==> src/rtl/operand_bypass_unit_pkg.sv <==
// Shared types and constants for the operand bypass unit.
package bypass_pkg;

  localparam int unsigned RA_W_DEFAULT = 5;
  localparam int unsigned XLEN_DEFAULT = 32;

  // Architectural zero register; never forwarded.
  localparam logic [RA_W_DEFAULT-1:0] REG_X0 = '0;

  // One in-flight producer, laid out at the default widths. The datapath stores the same
  // fields as per-field vectors so XLEN and RA_W stay overridable.
  typedef struct packed {
    logic                      valid;
    logic [RA_W_DEFAULT-1:0]   rd;
    logic                      is_load;
    logic [XLEN_DEFAULT-1:0]   data;
  } entry_t;

endpackage

==> src/rtl/operand_bypass_unit_if.sv <==
// Producer/consumer bus of the operand bypass unit.
interface operand_bypass_unit_if #(
  parameter int unsigned XLEN    = 32,
  parameter int unsigned NUM_SRC = 2,
  parameter int unsigned RA_W    = bypass_pkg::RA_W_DEFAULT
);

  // Producer leaving EX
  logic                      issue_valid;
  logic                      issue_wen;
  logic                      issue_is_load;
  logic [RA_W-1:0]           issue_rd;
  logic [XLEN-1:0]           ex_result;
  logic [XLEN-1:0]           mem_load_data;
  logic                      flush;

  // Consumer operands
  logic [NUM_SRC*RA_W-1:0]   rs_addr;
  logic [NUM_SRC-1:0]        rs_used;
  logic [NUM_SRC*XLEN-1:0]   rf_data;
  logic [XLEN-1:0]           imm;
  logic [NUM_SRC-1:0]        imm_sel;

  // Results
  logic [NUM_SRC*XLEN-1:0]   opnd;
  logic [NUM_SRC*XLEN-1:0]   fwd;
  logic                      stall;

  modport master (
    output issue_valid, issue_wen, issue_is_load, issue_rd, ex_result, mem_load_data, flush,
    output rs_addr, rs_used, rf_data, imm, imm_sel,
    input  opnd, fwd, stall
  );

  modport slave (
    input  issue_valid, issue_wen, issue_is_load, issue_rd, ex_result, mem_load_data, flush,
    input  rs_addr, rs_used, rf_data, imm, imm_sel,
    output opnd, fwd, stall
  );

endinterface

==> src/rtl/operand_bypass_unit_select.sv <==
// Priority match of one source operand against the in-flight producers.
// Stage index 0 is the youngest producer.
module bypass_select
  import bypass_pkg::*;
#(
  parameter int unsigned XLEN  = 32,
  parameter int unsigned DEPTH = 2,
  parameter int unsigned RA_W  = RA_W_DEFAULT
) (
  input  logic [RA_W-1:0]       rs_addr,
  input  logic                  rs_used,
  input  logic [XLEN-1:0]       rf_data,
  input  logic [DEPTH-1:0]      ent_valid,
  input  logic [DEPTH*RA_W-1:0] ent_rd,
  input  logic [DEPTH*XLEN-1:0] ent_data,
  input  logic                  stage1_is_load,
  output logic [XLEN-1:0]       fwd,
  output logic                  hit,
  output logic                  load_hazard
);

  logic [DEPTH-1:0] match;

  // Per-stage match; x0 is excluded so it always reads the register file.
  always_comb begin
    match = '0;
    for (int k = 0; k < DEPTH; k++) begin
      match[k] = rs_used & ent_valid[k] & (ent_rd[k*RA_W +: RA_W] == rs_addr)
                 & (rs_addr != RA_W'(REG_X0));
    end
  end

  // Walk oldest to youngest so the youngest match overrides.
  always_comb begin
    fwd = rf_data;
    hit = 1'b0;
    for (int k = DEPTH - 1; k >= 0; k--) begin
      if (match[k]) begin
        fwd = ent_data[k*XLEN +: XLEN];
        hit = 1'b1;
      end
    end
    // Stage 1 wins whenever it matches, so its load flag decides the hazard.
    load_hazard = match[0] & stage1_is_load;
  end

endmodule

==> src/rtl/operand_bypass_unit.sv <==
// Forwarding/bypass unit: shift-register scoreboard of recent writes, per-operand
// youngest-match selection, immediate select and one-cycle load-use stall.
// Optional macro BYPASS_STATS_EN adds saturating stall/forward event counters.
module operand_bypass_unit
  import bypass_pkg::*;
#(
  parameter int unsigned XLEN    = 32,
  parameter int unsigned NUM_SRC = 2,
  parameter int unsigned DEPTH   = 2,
  parameter int unsigned RA_W    = RA_W_DEFAULT
) (
  input  logic                  clk,
  input  logic                  reset,
  operand_bypass_unit_if.slave  bus
`ifdef BYPASS_STATS_EN
  ,
  output logic [31:0]           stat_stall_cnt,
  output logic [31:0]           stat_fwd_cnt
`endif
);

  // Scoreboard, one field per vector; index 0 is stage 1.
  logic [DEPTH-1:0]      valid_q, valid_d;
  logic [DEPTH*RA_W-1:0] rd_q, rd_d;
  logic [DEPTH*XLEN-1:0] data_q, data_d;
  // Only stage 1 can hold an unresolved load; it is promoted on the way to stage 2.
  logic                  load_q, load_d;

  logic [NUM_SRC-1:0]      hit;
  logic [NUM_SRC-1:0]      hazard;
  logic [NUM_SRC*XLEN-1:0] fwd_vec;
  logic                    stall;
  logic                    ins_valid;

  for (genvar i = 0; i < NUM_SRC; i++) begin : g_slot
    bypass_select #(
      .XLEN  (XLEN),
      .DEPTH (DEPTH),
      .RA_W  (RA_W)
    ) u_select (
      .rs_addr        (bus.rs_addr[i*RA_W +: RA_W]),
      .rs_used        (bus.rs_used[i]),
      .rf_data        (bus.rf_data[i*XLEN +: XLEN]),
      .ent_valid      (valid_q),
      .ent_rd         (rd_q),
      .ent_data       (data_q),
      .stage1_is_load (load_q),
      .fwd            (fwd_vec[i*XLEN +: XLEN]),
      .hit            (hit[i]),
      .load_hazard    (hazard[i])
    );
  end

  // Outputs: stall, store-data path and final operand with immediate select.
  always_comb begin
    stall    = |hazard;
    bus.stall = stall;
    bus.fwd  = fwd_vec;
    bus.opnd = fwd_vec;
    for (int i = 0; i < NUM_SRC; i++) begin
      if (bus.imm_sel[i]) bus.opnd[i*XLEN +: XLEN] = bus.imm;
    end
  end

  // Next scoreboard: insert (or bubble) at stage 1, shift the rest, promote a stage-1 load.
  always_comb begin
    ins_valid = bus.issue_valid & bus.issue_wen & ~stall & ~bus.flush;
    valid_d   = '0;
    rd_d      = '0;
    data_d    = '0;
    valid_d[0]        = ins_valid;
    load_d            = ins_valid & bus.issue_is_load;
    rd_d[0 +: RA_W]   = ins_valid ? bus.issue_rd : '0;
    data_d[0 +: XLEN] = ins_valid ? bus.ex_result : '0;
    for (int k = 1; k < DEPTH; k++) begin
      valid_d[k]             = valid_q[k-1];
      rd_d[k*RA_W +: RA_W]   = rd_q[(k-1)*RA_W +: RA_W];
      data_d[k*XLEN +: XLEN] = data_q[(k-1)*XLEN +: XLEN];
      if (k == 1 && load_q) data_d[k*XLEN +: XLEN] = bus.mem_load_data;
    end
  end

  // Scoreboard registers with synchronous reset.
  always_ff @(posedge clk) begin
    if (reset) begin
      valid_q <= '0;
      rd_q    <= '0;
      data_q  <= '0;
      load_q  <= 1'b0;
    end else begin
      valid_q <= valid_d;
      rd_q    <= rd_d;
      data_q  <= data_d;
      load_q  <= load_d;
    end
  end

`ifdef BYPASS_STATS_EN
  logic [31:0] stall_cnt_q;
  logic [31:0] fwd_cnt_q;

  // Saturating event counters.
  always_ff @(posedge clk) begin
    if (reset) begin
      stall_cnt_q <= '0;
      fwd_cnt_q   <= '0;
    end else begin
      if (stall && stall_cnt_q != 32'hFFFF_FFFF) stall_cnt_q <= stall_cnt_q + 32'd1;
      if ((|hit) && !stall && fwd_cnt_q != 32'hFFFF_FFFF) fwd_cnt_q <= fwd_cnt_q + 32'd1;
    end
  end

  assign stat_stall_cnt = stall_cnt_q;
  assign stat_fwd_cnt   = fwd_cnt_q;
`endif

endmodule
==> src/flat_wrapper.sv <==
// flat-port wrapper written by rule: the top's interface ports become plain ports
module operand_bypass_unit_flat import bypass_pkg::*;
#(
  parameter int unsigned XLEN    = 32,
  parameter int unsigned NUM_SRC = 2,
  parameter int unsigned DEPTH   = 2,
  parameter int unsigned RA_W    = RA_W_DEFAULT
)
  (clk, reset, bus_issue_valid, bus_issue_wen, bus_issue_is_load, bus_issue_rd, bus_ex_result, bus_mem_load_data, bus_flush, bus_rs_addr, bus_rs_used, bus_rf_data, bus_imm, bus_imm_sel, bus_opnd, bus_fwd, bus_stall);
  operand_bypass_unit_if #(.XLEN(XLEN), .NUM_SRC(NUM_SRC), .RA_W(RA_W)) bus_i ();
  input  logic clk;
  input  logic reset;
  input wire logic [$bits(bus_i.issue_valid)-1:0] bus_issue_valid;
  input wire logic [$bits(bus_i.issue_wen)-1:0] bus_issue_wen;
  input wire logic [$bits(bus_i.issue_is_load)-1:0] bus_issue_is_load;
  input wire logic [$bits(bus_i.issue_rd)-1:0] bus_issue_rd;
  input wire logic [$bits(bus_i.ex_result)-1:0] bus_ex_result;
  input wire logic [$bits(bus_i.mem_load_data)-1:0] bus_mem_load_data;
  input wire logic [$bits(bus_i.flush)-1:0] bus_flush;
  input wire logic [$bits(bus_i.rs_addr)-1:0] bus_rs_addr;
  input wire logic [$bits(bus_i.rs_used)-1:0] bus_rs_used;
  input wire logic [$bits(bus_i.rf_data)-1:0] bus_rf_data;
  input wire logic [$bits(bus_i.imm)-1:0] bus_imm;
  input wire logic [$bits(bus_i.imm_sel)-1:0] bus_imm_sel;
  output wire logic [$bits(bus_i.opnd)-1:0] bus_opnd;
  output wire logic [$bits(bus_i.fwd)-1:0] bus_fwd;
  output wire logic [$bits(bus_i.stall)-1:0] bus_stall;
  assign bus_i.issue_valid = bus_issue_valid;
  assign bus_i.issue_wen = bus_issue_wen;
  assign bus_i.issue_is_load = bus_issue_is_load;
  assign bus_i.issue_rd = bus_issue_rd;
  assign bus_i.ex_result = bus_ex_result;
  assign bus_i.mem_load_data = bus_mem_load_data;
  assign bus_i.flush = bus_flush;
  assign bus_i.rs_addr = bus_rs_addr;
  assign bus_i.rs_used = bus_rs_used;
  assign bus_i.rf_data = bus_rf_data;
  assign bus_i.imm = bus_imm;
  assign bus_i.imm_sel = bus_imm_sel;
  assign bus_opnd = bus_i.opnd;
  assign bus_fwd = bus_i.fwd;
  assign bus_stall = bus_i.stall;
  operand_bypass_unit #(.XLEN(XLEN), .NUM_SRC(NUM_SRC), .DEPTH(DEPTH), .RA_W(RA_W)) u_core (.clk(clk), .reset(reset), .bus(bus_i));
endmodule
==> config.mk <==
export PLATFORM = sky130hd
export DESIGN_NAME = operand_bypass_unit_flat
export DESIGN_NICKNAME = d
export VERILOG_FILES = /design/src/rtl/operand_bypass_unit_pkg.sv /design/src/rtl/operand_bypass_unit_if.sv /design/src/rtl/operand_bypass_unit_select.sv /design/src/rtl/operand_bypass_unit.sv /design/src/flat_wrapper.sv
export SDC_FILE = /design/constraint.sdc
export NUM_CORES = 1
export LEC_CHECK = 0
export BUFFER_PORTS_ARGS = -buffer_cell sky130_fd_sc_hd__buf_2
export CORE_AREA = 3 3 122 124
export CTS_CLUSTER_DIAMETER = 40
export CTS_CLUSTER_SIZE = 30
export DETAILED_ROUTE_END_ITERATION = 16
export DIE_AREA = 0 0 125 127
export PLACE_DENSITY = 0.79
export SLEW_MARGIN = 10
export SYNTH_ARGS = -nofsm -noshare
export SYNTH_HDL_FRONTEND = slang
export SYNTH_HIERARCHICAL = 1
export SYNTH_SLANG_ARGS = --single-unit
==> constraint.sdc <==
create_clock -name clk -period 3.4 [get_ports clk]
set_input_delay 0.68 -clock clk [delete_from_list [all_inputs] [get_ports clk]]
set_output_delay 0.68 -clock clk [all_outputs]
set_load 0.01 [all_outputs]
# Yosys cells after proc, flatten, opt, wreduce, memory -nomap -nowiden
# Cells that the tools add are included.
[word_totals] out_inout_bits=129 ff_bits=77 elab_cells=42 input_bits=185
[classes] mux=7 n_reduce_logical=4 bitwise=21 n_eq_ne=4
[ops] cell="two-way mux 32 bit" count=7
[ops] cell="equality test 5 bit" count=4
[ops] cell="AND 1 bit" count=18
[ops] cell="nonzero test 5 bit" count=2
[ops] cell="OR reduction 2 bit" count=2
[ops] cell="inverter 1 bit" count=3

# Logic depth before layout (Yosys ltp)
# Gate-level depths: netlist of the first run.
[logic_depth] depth_word=10 ltp_mapped=9 depth_no_buf=7

# Modules after synthesis
# Netlist of the first run, hierarchy kept.
[modules_own_cells] module="operand_bypass_unit" n_inst=1 seq_area_each_um2=1541.5 cells_each=280 area_each_um2=3124.2
[modules_own_cells] module="bypass_select" n_inst=2 seq_area_each_um2=0.0 cells_each=178 area_each_um2=1199.9

# Worst setup path before layout of the first run
# OpenSTA, ideal clock, no wires.
[synth_timing] kind="input-to-output" from="in bus_rs_addr[6]" to="out bus_stall" arrival_time_ps=2177 path_buffers=2 path_slack_ps=543 required_ps=2720 stages=8 cell_sequence="nor4_2 a21bo_1 or3_1 buf_2 buf_6 nor2_1 nor2_1 inv_1"
[synth_between] elab_chain_cells=5 word_cells_on_any_way=6 classes_between="1 x eq/ne; 3 x bitwise; 2 x reduce/logical"
[synth_rtl] item="from (decl)" line="flat_wrapper.sv:20" rtl="input wire logic [$bits(bus_i.rs_addr)-1:0] bus_rs_addr;"
[synth_rtl] item="equality test 5 bit" line="operand_bypass_unit_select.sv:28" rtl="match[k] = rs_used & ent_valid[k] & (ent_rd[k*RA_W +: RA_W] == rs_addr)"
[synth_rtl] item="AND 1 bit" line="operand_bypass_unit_select.sv:28"
[synth_rtl] item="AND 1 bit *" line="operand_bypass_unit_select.sv:29" rtl="& (rs_addr != RA_W'(REG_X0));"
[synth_rtl] item="AND 1 bit *" line="operand_bypass_unit_select.sv:44" rtl="load_hazard = match[0] & stage1_is_load;"
[synth_rtl] item="named net u_core.hazard[1]" line="operand_bypass_unit.sv:30" rtl="logic [NUM_SRC-1:0] hazard;"
[synth_rtl] item="OR reduction 2 bit *" line="operand_bypass_unit.sv:56" rtl="stall = |hazard;"
[synth_rtl] item="to (decl)" line="flat_wrapper.sv:27" rtl="output wire logic [$bits(bus_i.stall)-1:0] bus_stall;"
# Mark *: on every way through the listed nets, which the timed path passes. The rest lies on a longest branch.

# Worst setup path after layout of the first run
[layout_timing] from="in bus_rs_addr[6]" to="out bus_opnd[33]"
[layout_between] elab_chain_cells=6 word_cells_on_any_way=10 classes_between="2 x eq/ne; 3 x mux; 4 x bitwise; 1 x reduce/logical"
[layout_rtl] item="equality test 5 bit" line="operand_bypass_unit_select.sv:28"
[layout_rtl] item="AND 1 bit" line="operand_bypass_unit_select.sv:28"
[layout_rtl] item="AND 1 bit" line="operand_bypass_unit_select.sv:29"
[layout_rtl] item="two-way mux 32 bit" line="operand_bypass_unit_select.sv:38" rtl="if (match[k]) begin"
[layout_rtl] item="two-way mux 32 bit *" line="operand_bypass_unit_select.sv:38"
[layout_rtl] item="two-way mux 32 bit *" line="operand_bypass_unit.sv:61" rtl="if (bus.imm_sel[i]) bus.opnd[i*XLEN +: XLEN] = bus.imm;"
[layout_rtl] item="to (decl)" line="flat_wrapper.sv:25" rtl="output wire logic [$bits(bus_i.opnd)-1:0] bus_opnd;"
# Every way passes the cells marked *; elsewhere a longest branch is shown, timed or not.

==> run metrics, run 1 <==
status complete, no violations; LEAKAGE 3.11 nW; min setup slack post-route 172 ps; worst-margin pin slew 803 ps; Crit Path Max Fanout 16; Antenna Nets Post-Route 0; Slowest-stage cell, CP or3_2; DRC errors left 0; Worst Setup End Kind primary output; Worst R2R Path Depth 8; Multi-input gate area 0.00362 mm²; VDD IR max 0.000221 V; largest net degree at the start of global routing 37; Worst R2R Setup Slack 1110 ps; CP Cell Sequence buf_2 > xnor2_1 > nand4_1 > or3_2 > buf_4 > a31oi_1 > mux2_2 > buf_2; nets@finish 1104; WP buf/inv 3; clk sinks 77; Core Box Area 0.0139 mm²; CTS Buffer Depth 2; Initial Util 39.7%; Top Ports 314; layout cells sized above 1 51.6%; first-pass GRT wire length 35200 µm; post-DR vias/cell 6.05; Slew Limit Headroom 46.5%; Tcrit/Tclk final 94.9%; Synth Warn # 6; HPWL Detailed 17400 µm; hold_ws 494 ps; routability cong. 0.825; pre-CTS setup slack 190 ps; CP delay by family, top simple AND/OR/NAND/NOR gates; die width 125 µm; CP Class in -> out; Die Height 127 µm; Clock transition at path regs 60 ps; Mapped Avg Cell Area 8.70 µm²; Sum Neg Setup Slack 0 ps; Non-Filler Instances 1105; Root Driver clkbuf_16; Cell Pwr Density 323 mW/mm²; vias in the first global route 6627; Port Buffer Count 313; initial DRC count 554; Critical Path Most Common Cell buf_2; Worst Hold End u_core/valid_q[1]; drt total wl 23800 µm; fin crit period 3230 ps; Vias 6681; final setup vio count 0; setup bufs post-CTS 0; # fillers 1304; Hold Crit Class reg -> reg; Syn Nets 819; Worst EP required 2720 ps; TritonRoute pass-1 iters 6; Synth Cell Area 0.00551 mm²; initial antenna violation count 0; Post-Synthesis Cells 634; area growth from synthesis to layout 37.7%; reg-to-reg startpoint u_core/rd_q[2]; critical path arrival 2550 ps; hold wc startpoint u_core/valid_q[0]; CTS Buf Count 9; Reg2Reg Capture Point u_core/data_q[30]; Fmax 310 MHz; # resized after CTS 0; Final Max Slew Viols 0; Hold Violations, Final 0; Critical Path Start Type input pin; Placed Cells 1088; unrepaired setup endpoints after global routing false; CTS tree done; Tot GR Track Use 27.8%; wire per inst 21.5 µm; htree depth 3; grt ovf 0; Skew-Pair Late Insertion Delay 340 ps; max cap viols 0; clk_skew 7.71 ps; Die ar. 0.0159 mm²; hold_buf cts 0; # rows 43; Largest stage delay, worst path 500 ps; cell depth of the worst min-delay path 1; register area 0.00154 mm²
## worst max-delay path by stage
stage               cells after the start           end           start  slack [ps]
floorplan                               8     bus_stall  bus_rs_addr[6]         550
global placement                       10  bus_opnd[45]  bus_rs_addr[6]         240
detailed placement                     10  bus_opnd[45]  bus_rs_addr[6]         190
CTS                                    10  bus_opnd[45]  bus_rs_addr[6]         180
global route                           10  bus_opnd[45]  bus_rs_addr[6]          40
finish                                  8  bus_opnd[33]  bus_rs_addr[6]         170
## area by class of cell
type	instances	area share [%]
clock inverter	3	0.231
antenna	1	0.0330
multi-input combinational	474	47.7
sequential	77	20.3
tap	180	2.97
clock buffer	13	3.69
inverter	8	0.396
timing repair buffer	349	24.7
## power by group
| part | switching [mW] | internal (mW) | total, mW |
|---|---|---|---|
| logic | 0.293 | 0.266 | 0.559 |
| registers | 0.0127 | 0.917 | 0.930 |
| clock network | 0.392 | 0.572 | 0.964 |
| total | 0.698 | 1.76 | 2.45 |
## registers in the layout, indices dropped and copies added (netlist names)
register        flops
u_core/rd_q        10
u_core/valid_q      2
u_core/data_q      64
u_core/load_q       1
## metrics by stage
stage	power, mW	instance area (µm²)	utilization (%)
after floorplan	1.22	5510	-
final	2.45	7590	54.7
after detailed placement	1.50	7290	52.5
after CTS	2.46	7590	54.7
after global routing	2.54	7590	54.7
after global placement	1.49	7290	52.5
## per-layer routing
metal  global-route usage, %  wire length [µm]  vias up
met2                    47.4             11400      516
met5                       0                 0        -
met3                    7.23              2620      102
li1                        -                 -     2972
met4                    13.6               917        0
met1                    32.7              8820     3091
## placed cells by master, fill, tap and decap left out, drive strengths merged, types with 18 or more instances in the layout
| cell | instances |
|---|---|
| nor2 | 35 |
| xnor2 | 18 |
| dfxtp | 77 |
| a31oi | 64 |
| mux2i | 32 |
| and3 | 35 |
| o21ai | 64 |
| nand3 | 64 |
| mux2 | 64 |
| nor4 | 69 |
| buf | 349 |
Power figures use the tool's default switching activity.
==> run 2, diff against run 1 <==
- BUFFER_PORTS_ARGS: -buffer_cell sky130_fd_sc_hd__buf_2 -> -buffer_cell sky130_fd_sc_hd__buf_4
==> run 2 against run 1 <==
Core utilization up 5.8 points. Flip-flop and latch count unchanged. Worst setup slack worse by 70 ps. Via count decreased by 2.0%. Cell count down 0.45%. Sequential share of layout area down 2.0 points. Combinational power increased by 20%. Critical path depth down 1. Largest cell class unchanged. Highest routed layer unchanged.
==> run metrics, run 2 (same netlist as run 1, synthesis figures left out) <==
status complete, no violations; Critical Path Most Common Cell buf_4; area growth from synthesis to layout 52.4%; # fillers 1239 (-5.0%); Largest register FFs 64 (unchanged); hold_buf cts 0 (unchanged); Die Height 127 µm (unchanged); # rows 43 (unchanged); Die ar. 0.0159 mm² (unchanged); final core utilization 60.5% (+5.8 points); Core Box Area 0.0139 mm² (unchanged); layout cells sized above 1 51.4% (-0.21 points); clk sinks 77 (unchanged); commonest cells after routing, fill and taps aside buf_4, dfxtp_1, nor4_1, o21ai_0, nand3_1; DRC errors left 0 (unchanged); final non-filler cell area 0.00840 mm² (+11%); Tot GR Track Use 28.7% (+0.89 points); first-pass GRT wire length 36500 µm (+3.7%); Initial Util 39.7% (unchanged); min setup slack post-route 102 ps (-70.1 ps); Worst R2R Setup Slack 1150 ps (+40 ps); Tcrit/Tclk final 97.0% (+2.1 points); Antenna Nets Post-Route 0 (unchanged); Multi-input gate area 0.00363 mm² (+0.24%); Critical Path Start Type input pin; CP Class in -> out; Worst R2R Path Depth 8 (unchanged); critical path arrival 2620 ps (+70 ps); Ant. Diodes 0 (-1); Hold Crit Class reg -> reg; Skew-Pair Late Insertion Delay 330 ps (about the same); Final Max Slew Viols 0 (unchanged); Vias 6545 (-2.0%); register area 0.00154 mm² (unchanged); final setup vio count 0 (unchanged); routability cong. 0.833 (+1.1%); fin crit period 3300 ps (+70.1 ps); hold wc startpoint u_core/valid_q[0]; clk_skew 9.42 ps (+1.71 ps); initial antenna violation count 0 (unchanged); CTS tree done; largest net degree at the start of global routing 43 (+16%); Largest stage delay, worst path 660 ps (+160 ps); wire per inst 22.1 µm (+2.8%); Root Driver clkbuf_16; Worst EP required 2720 ps (about the same); unrepaired setup endpoints after global routing false; Slowest-stage cell, CP a211oi_4; pre-CTS setup slack 110 ps (-80.5 ps); grt ovf 0 (unchanged); placed instance area 0.00804 mm² (+10%); Top Ports 314 (unchanged); drt total wl 24400 µm (+2.3%); Slew Limit Headroom 44.3% (-2.2 points); most flop-heavy register u_core/data_q; max cap viols 0 (unchanged); CTS Buffer Depth 2 (unchanged); Reg2Reg Capture Point u_core/data_q[29]; die width 125 µm (unchanged); Sum Neg Setup Slack 0 ps (unchanged); Worst Hold End u_core/valid_q[1]; Cell Pwr Density 324 mW/mm² (+0.27%); reg-to-reg startpoint u_core/rd_q[3]; worst-margin pin slew 835 ps (+32.4 ps); initial DRC count 512 (-7.6%); Clock transition at path regs 60 ps (about the same); htree depth 3 (unchanged); cell depth of the worst min-delay path 1 (unchanged); LEAKAGE 3.38 nW (+8.7%); Port Buffer Count 313 (unchanged); commonest non-fill, non-tap cell in the layout buf_4; post-DR vias/cell 5.95 (-1.6%); Hold Violations, Final 0 (unchanged); vias in the first global route 6707 (+1.2%); CTS Buf Count 9 (unchanged); Worst Setup End Kind primary output; Top Registers u_core/data_q x64, u_core/rd_q x10, u_core/valid_q x2; HPWL Detailed 17500 µm (+0.70%); CP Cell Sequence buf_4 > xor2_1 > a211oi_4 > nand3_1 > a31oi_1 > mux2_2 > buf_4; TritonRoute pass-1 iters 5 (-1); Crit Path Max Fanout 16 (unchanged); nets@finish 1100 (-0.36%); Fmax 303 MHz (-2.1%); VDD IR max 0.000184 V (-17%)
## run 2: changes by cell type in the layout (fill, tap and decap cells not counted)
cell / before / now
clkinv_2: 2 / 1
clkinvlp_4: 1 / 2
nor4_2: 2 / 1
buf_4: 33 / 342
bufinv_16: 0 / 3
clkbuf_8: 4 / 1
nor4_4: 0 / 1
diode_2: 1 / 0
buf_2: 313 / 0
## run 2: cell type report
class                   count  share of cell area, %
repair buffers            345                   31.3
multi-input cells         474                   43.2
well taps                 180                   2.68
clock buffers              10                   2.84
flip-flops and latches     77                   18.4
clock inverters             6                   1.31
inverters                   8                  0.357
## run 2: power breakdown
part / leakage [nW] / internal [mW] / switching, mW
Sequential: 0.623 / 0.917 / 0.0126
Clock: 0.165 / 0.736 / 0.387
Combinational: 2.60 / 0.371 / 0.298
## run 2: through the flow
stage / cells / hold WS (ps) / total power [mW]
global placement: 1084 / 468 / 1.60
CTS: 1100 / 483 / 2.73
detailed placement: 1084 / 475 / 1.61
finish: 1100 / 486 / 2.72
floorplan: 634 / 460 / 1.22
global route: 1100 / 505 / 2.82
## run 2: critical path: cells and delay by family
kind / cells / cell delay (ps)
AOI/OAI and AO/OA: 2 / 1110
muxes: 1 / 250
buffers and inverters: 2 / 240
xor gates and xnor gates: 1 / 170
and+or+nand+nor: 1 / 160
## run 2: worst max path at each step
stage / end / startpoint / cells past startpoint / slack (ps)
3_3_place_gp: bus_opnd[62] / bus_rs_addr[6] / 9 / 140
6_report: bus_opnd[1] / bus_rs_addr[1] / 7 / 100
2_1_floorplan: bus_stall / bus_rs_addr[6] / 8 / 550
5_1_grt: bus_opnd[1] / bus_rs_addr[1] / 7 / 40
4_1_cts: bus_opnd[31] / bus_rs_addr[1] / 8 / 110
3_5_place_dp: bus_opnd[23] / bus_rs_addr[1] / 8 / 110
## run 2: layer usage
layer / up-vias / GRT usage (%) / share of wire, %
met4: 0 / 12.3 / 3.3
met1: 3068 / 34.6 / 37
met2: 441 / 49.2 / 49
met5: - / 0 / 0
met3: 76 / 6.73 / 10
li1: 2960 / - / -
## run 2: what timing repair did
item | CTS | global route
gates resized for setup | 0 | 1
setup endpoints to repair | 0 | 6
setup buffers | 0 | 0
